`src/rtl/avalon_led_pio.sv`:
```
// Avalon-MM LED output PIO: DATA/SET/CLR/MASK registers plus a blink engine
// that XORs a toggling phase into the masked LEDs. Read latency 1, no waits.
module avalon_led_pio #(
   parameter int          WIDTH        = 26,
   parameter logic [31:0] PERIOD_RESET = 32'd25_000_000
) (
   input  logic             clk_clk,
   input  logic             reset_reset_n,
   input  logic [2:0]       avs_address,
   input  logic             avs_read,
   input  logic             avs_write,
   input  logic [31:0]      avs_writedata,
   input  logic [3:0]       avs_byteenable,
   output logic [31:0]      avs_readdata,
   output logic             avs_readdatavalid,
   output logic             avs_waitrequest,
   output logic [WIDTH-1:0] leds_export
);

   // Bits at or above WIDTH are forced to zero so they never hold state.
   localparam logic [31:0] WMASK = (WIDTH >= 32) ? 32'hFFFF_FFFF
                                                 : ((32'd1 << WIDTH) - 32'd1);

   localparam logic [2:0] A_DATA   = 3'd0;
   localparam logic [2:0] A_SET    = 3'd1;
   localparam logic [2:0] A_CLR    = 3'd2;
   localparam logic [2:0] A_MASK   = 3'd3;
   localparam logic [2:0] A_PERIOD = 3'd4;
   localparam logic [2:0] A_STATUS = 3'd5;

   logic [31:0] data_q, data_d;
   logic [31:0] mask_q, mask_d;
   logic [31:0] period_q, period_d;
   logic [31:0] cnt_q, cnt_d;
   logic        ph_q, ph_d;
   logic [31:0] rdata_q, rdata_d;
   logic        rvalid_q, rvalid_d;
   logic [31:0] rd_mux;
   logic [31:0] be_bits;

   // Replace only the byte lanes selected by byteenable.
   function automatic logic [31:0] be_merge(input logic [31:0] old_v,
                                            input logic [31:0] new_v,
                                            input logic [3:0]  be);
      logic [31:0] r;
      for (int i = 0; i < 4; i++)
         r[8*i +: 8] = be[i] ? new_v[8*i +: 8] : old_v[8*i +: 8];
      return r;
   endfunction

   // Read mux over current (pre-write) register values.
   always_comb begin
      rd_mux = 32'd0;
      case (avs_address)
         A_DATA:   rd_mux = data_q;
         A_MASK:   rd_mux = mask_q;
         A_PERIOD: rd_mux = period_q;
         A_STATUS: rd_mux = {cnt_q[30:0], ph_q};
         default:  rd_mux = 32'd0;
      endcase
   end

   // Register writes, blink counter and registered read response.
   always_comb begin
      data_d   = data_q;
      mask_d   = mask_q;
      period_d = period_q;
      cnt_d    = cnt_q;
      ph_d     = ph_q;
      be_bits  = be_merge(32'd0, avs_writedata, avs_byteenable);

      // Free-running blink engine; period 0 parks it.
      if (period_q == 32'd0) begin
         cnt_d = 32'd0;
         ph_d  = 1'b0;
      end else if (cnt_q == period_q - 32'd1) begin
         cnt_d = 32'd0;
         ph_d  = ~ph_q;
      end else begin
         cnt_d = cnt_q + 32'd1;
      end

      if (avs_write) begin
         case (avs_address)
            A_DATA: data_d = be_merge(data_q, avs_writedata, avs_byteenable) & WMASK;
            A_SET:  data_d = (data_q | be_bits) & WMASK;
            A_CLR:  data_d = data_q & ~be_bits;
            A_MASK: mask_d = be_merge(mask_q, avs_writedata, avs_byteenable) & WMASK;
            A_PERIOD: begin
               // Restart from a clean phase so a smaller period cannot skip the wrap.
               period_d = be_merge(period_q, avs_writedata, avs_byteenable);
               cnt_d    = 32'd0;
               ph_d     = 1'b0;
            end
            default: ;
         endcase
      end

      rvalid_d = avs_read;
      rdata_d  = avs_read ? rd_mux : rdata_q;
   end

   // State registers with asynchronous active-low reset.
   always_ff @(posedge clk_clk or negedge reset_reset_n) begin
      if (!reset_reset_n) begin
         data_q   <= 32'd0;
         mask_q   <= 32'd0;
         period_q <= PERIOD_RESET;
         cnt_q    <= 32'd0;
         ph_q     <= 1'b0;
         rdata_q  <= 32'd0;
         rvalid_q <= 1'b0;
      end else begin
         data_q   <= data_d;
         mask_q   <= mask_d;
         period_q <= period_d;
         cnt_q    <= cnt_d;
         ph_q     <= ph_d;
         rdata_q  <= rdata_d;
         rvalid_q <= rvalid_d;
      end
   end

   assign avs_readdata      = rdata_q;
   assign avs_readdatavalid = rvalid_q;
   assign avs_waitrequest   = 1'b0;
   assign leds_export       = data_q[WIDTH-1:0] ^ (mask_q[WIDTH-1:0] & {WIDTH{ph_q}});

endmodule

```
`config.mk`:
```
export PLATFORM = sky130hd
export DESIGN_NAME = avalon_led_pio
export DESIGN_NICKNAME = d
export VERILOG_FILES = /design/src/rtl/avalon_led_pio.sv
export SDC_FILE = /design/constraint.sdc
export NUM_CORES = 1
export LEC_CHECK = 0
export ABC_AREA = 0
export CAP_MARGIN = 15
export CORE_MARGIN = 2
export CORE_UTILIZATION = 31
export CTS_CLUSTER_DIAMETER = 50
export DETAILED_ROUTE_END_ITERATION = 10
export HOLD_SLACK_MARGIN = 0.15
export SLEW_MARGIN = 20
export SYNTH_ARGS = -nofsm -noshare
export SYNTH_HDL_FRONTEND = slang
export SYNTH_SLANG_ARGS = --single-unit
```
`constraint.sdc`:
```
create_clock -name clk_clk -period 7.1 [get_ports clk_clk]
set_input_delay 0.71 -clock clk_clk [delete_from_list [all_inputs] [get_ports clk_clk]]
set_output_delay 0.71 -clock clk_clk [all_outputs]
set_load 0.005 [all_outputs]
```
==> impl_metrics.yaml <==
floorplanning:
  rows: 60
  core_area_um2: 27000
  initial_core_util: 0.316
  die_area_um2: 28900
  ios: 103
  die_h_um: 170
  die-width_um: 170
drt:
  num_vias: 6916
  wl_um: 24900
  drcViolationCount: 0
  wl_per_cell_um: 19.2
  first_pass_iters: 5
  vias_per_cell: 5.32
  antenna_left: 0
  drt_iter0_markers: 449
placement:
  postPlaceCellArea_um2: 9830
  dp_slack_ps: 2450
  gp_congestion: 0.863
  placedCellCount: 1266
  hpwl_um: 16900
  port_buffers: 101
synthesis:
  ys_ff_latch: 156
  synth_fp_nets: 921
  yosysWarningCount: 0
  postSynthAreaPerCell_um2: 9.75
  ys_async_sr_fraction: 1.00
  netlist_top_cells_area: "dfrtp_1, mux2_2, xnor2_1"
  synth_cells: 876
  synth_flop_cell: "dfrtp_1"
  synthesis.area_um2: 8540
  yosysUniqueCellTypes: 54
  synth-seq-area-share: 0.459
  synth_edf_count: 0
  synth_top_area_cell: "dfrtp_1"
  synth_top_area_share: 0.422
critical_path:
  worstPathRequired_ps: 7400
  crit_top_cell: "or3_1"
  path_buf_inv: 2
  slowest_stage: "or3_1"
  critPathMaxStageDelay_ps: 540
  critPathTopFamily: "simple AND/OR/NAND/NOR gates"
  setup.worst_path.end_class: "flop"
  cp_max_fo: 13
  critPathKind: "reg2reg"
  crit_path_start_kind: "flop"
  arrival_ps: 4430
  path_cells: "inv_1 > ha_1 > or3b_1 > or3_1 > or3_1 > or2_0 > a2111o_1 > nor4_4 > buf_4 > mux2_1"
cts:
  htreeDepth: 4
  cts_buffers: 17
  path_clk_slew_ps: 60
  cts_resized: 0
  cts.sinks: 156
  clk_path_buf_depth: 2
  cts_root_buf: "clkbuf_16"
  postCtsSetupRepairBufs: 0
  ctsHoldBuffers: 0
  clk_latency_ps: 420
  cts_tree: "built"
sta:
  period_needed_ps: 4130
  tns_ps: 0
  hold_violations: 0
  max_freq_mhz: 242
  timing.final.ws_setup_ps: 2970
  relSlewSlack: 0.362
  period_share: 0.582
  worst_slew_pin_slew_ps: 949
  setup-violations-final: 0
  slew_viol_final: 0
  rsz0062_at_grt: "no"
  finClkSkew_ps: 9.12
  holdWs_ps: 332
grt:
  grtUsageTotal: 0.177
  grt_pass1_vias: 6929
  grt_max_degree: 83
  grt_pass1_wl_um: 39800
  antenna_found_initial: 0
  grt.overflow.total: 0
cells_and_area:
  final_area_um2: 10400
  diodes: 0
  nNetsFinal: 990
  drive_above_1_share: 0.126
  stdcell_count: 1299
  area_growth_pct: 22.3
power:
  vdd_drop_max_v: 0.000137
  leakage_nw: 4.17
  p_per_area_nw_per_um2: 259
outcome:
  status: "complete, no violations"
min_path:
  hold_path.class: "in2async"
flow_run:
  drv_cap: 0
==> state kept, by name (all words and copies together) (netlist names) <==
name,flops
avs_readdata,32
data_q,32
cnt_q,32
mask_q,26
avs_readdatavalid,1
ph_q,1
period_q,32
==> cell usage after synthesis (5+ instances only) <==
| cell | instances |
|---|---|
| o21a_1 | 6 |
| o21ai_1 | 5 |
| nand2_1 | 91 |
| xor2_1 | 33 |
| or3_1 | 6 |
| or4_1 | 10 |
| o22ai_1 | 32 |
| and4_1 | 7 |
| mux2_2 | 59 |
| buf_2 | 5 |
| a21oi_1 | 33 |
| a22o_1 | 29 |
| nand3_1 | 24 |
| dfrtp_1 | 144 |
| xnor2_1 | 69 |
| nor2_1 | 32 |
| nor3_1 | 43 |
| a221oi_1 | 27 |
| inv_1 | 39 |
| nor3b_1 | 7 |
| dfstp_2 | 12 |
| mux2i_1 | 7 |
| nor4_1 | 8 |
| clkbuf_1 | 53 |
| a31oi_1 | 7 |
| nor2b_1 | 5 |
| nand4_1 | 9 |
| o21ai_0 | 29 |
| and3_1 | 8 |
==> worst reg2reg max path, cell delays in order, from the launching register on <==
cell and delay [ps]:
dfrtp_1 440, inv_1 90, ha_1 260, or3b_1 490, or3_1 540, or3_1 420, or2_0 240, a2111o_1 450
nor4_4 460, buf_4 290, mux2_1 340
==> report_power, final <==
group	internal, mW	total (mW)	switching [mW]
clock network	0.541	0.914	0.373
registers	1.03	1.21	0.179
logic	0.317	0.583	0.267
total	1.89	2.71	0.818
==> routing by layer <==
layer,vias up,GRT usage,part of all wire
met2,179,0.291,0.47
li1,3274,-,-
met1,3448,0.244,0.47
met4,0,0.0364,0.0093
met5,-,0,0
met3,15,0.0340,0.045
==> per-stage QoR <==
| stage | utilization | power [mW] |
|---|---|---|
| 2_1_floorplan | - | 1.56 |
| 3_3_place_gp | 0.364 | 1.80 |
| 3_5_place_dp | 0.364 | 1.81 |
| 4_1_cts | 0.386 | 2.73 |
| 5_1_grt | 0.386 | 2.85 |
| 6_report | 0.386 | 2.71 |
==> logic make-up (layout without fill, tap and decap cells) <==
kind of cell	Yosys count	in the layout	share of synthesized area
buffers and inverters	102	184	0.0460
muxes	67	67	0.0873
other	1	1	0.000439
xor gates and xnor gates	102	102	0.105
AOI/OAI and AO/OA	184	184	0.147
adders and majority gates	2	2	0.00293
DFF	156	156	0.459
and+or+nand+nor	262	262	0.153
==> final cells by class <==
| cell class | count | area [um^2] |
|---|---|---|
| Sequential cell | 156 | 3920 |
| Clock buffer | 24 | 512 |
| Timing Repair Buffer | 113 | 1110 |
| Inverter | 39 | 146 |
| Clock inverter | 8 | 81.3 |
| Fill cell | 2688 | 16600 |
| Tap cell | 341 | 427 |
| Multi-Input combinational cell | 618 | 4250 |
==> layout by cell type, fill, tap and decap left out, drive strengths merged, types with 7 or more instances in the layout <==
cell type and instances:
clkdlybuf4s50 100, xnor2 69, a21oi 33, o22ai 32, clkbuf 25, a22o 29, nor4 9, nor3 43
nor2 32, nand4 9, nor3b 7, and4 7, or4 10, and3 8, nand3 24, buf 12
inv 41, dfrtp 144, o21ai 34, nand2 91, a31oi 7, xor2 33, mux2i 7, mux2 60
dfstp 12, a221oi 27
==> final timing paths <==
check / startpoint / end / slack (ps) / cells past startpoint
hold / removal: reset_reset_n / avs_readdata[28]$_DFFE_PN0P_ / 330 / 1
max in group asynchronous: reset_reset_n / cnt_q[18]$_DFF_PN0_ / 5590 / 2
setup / recovery: period_q[0]$_DFFE_PN0P_ / ph_q$_DFF_PN0_ / 2970 / 10
setup reg to reg: period_q[0]$_DFFE_PN0P_ / ph_q$_DFF_PN0_ / 2970 / 10
min in group clk_clk: data_q[31]$_DFFE_PN0P_ / data_q[31]$_DFFE_PN0P_ / 490 / 1
hold reg to reg: data_q[31]$_DFFE_PN0P_ / data_q[31]$_DFFE_PN0P_ / 490 / 1
(Power assumes the default switching activity.)
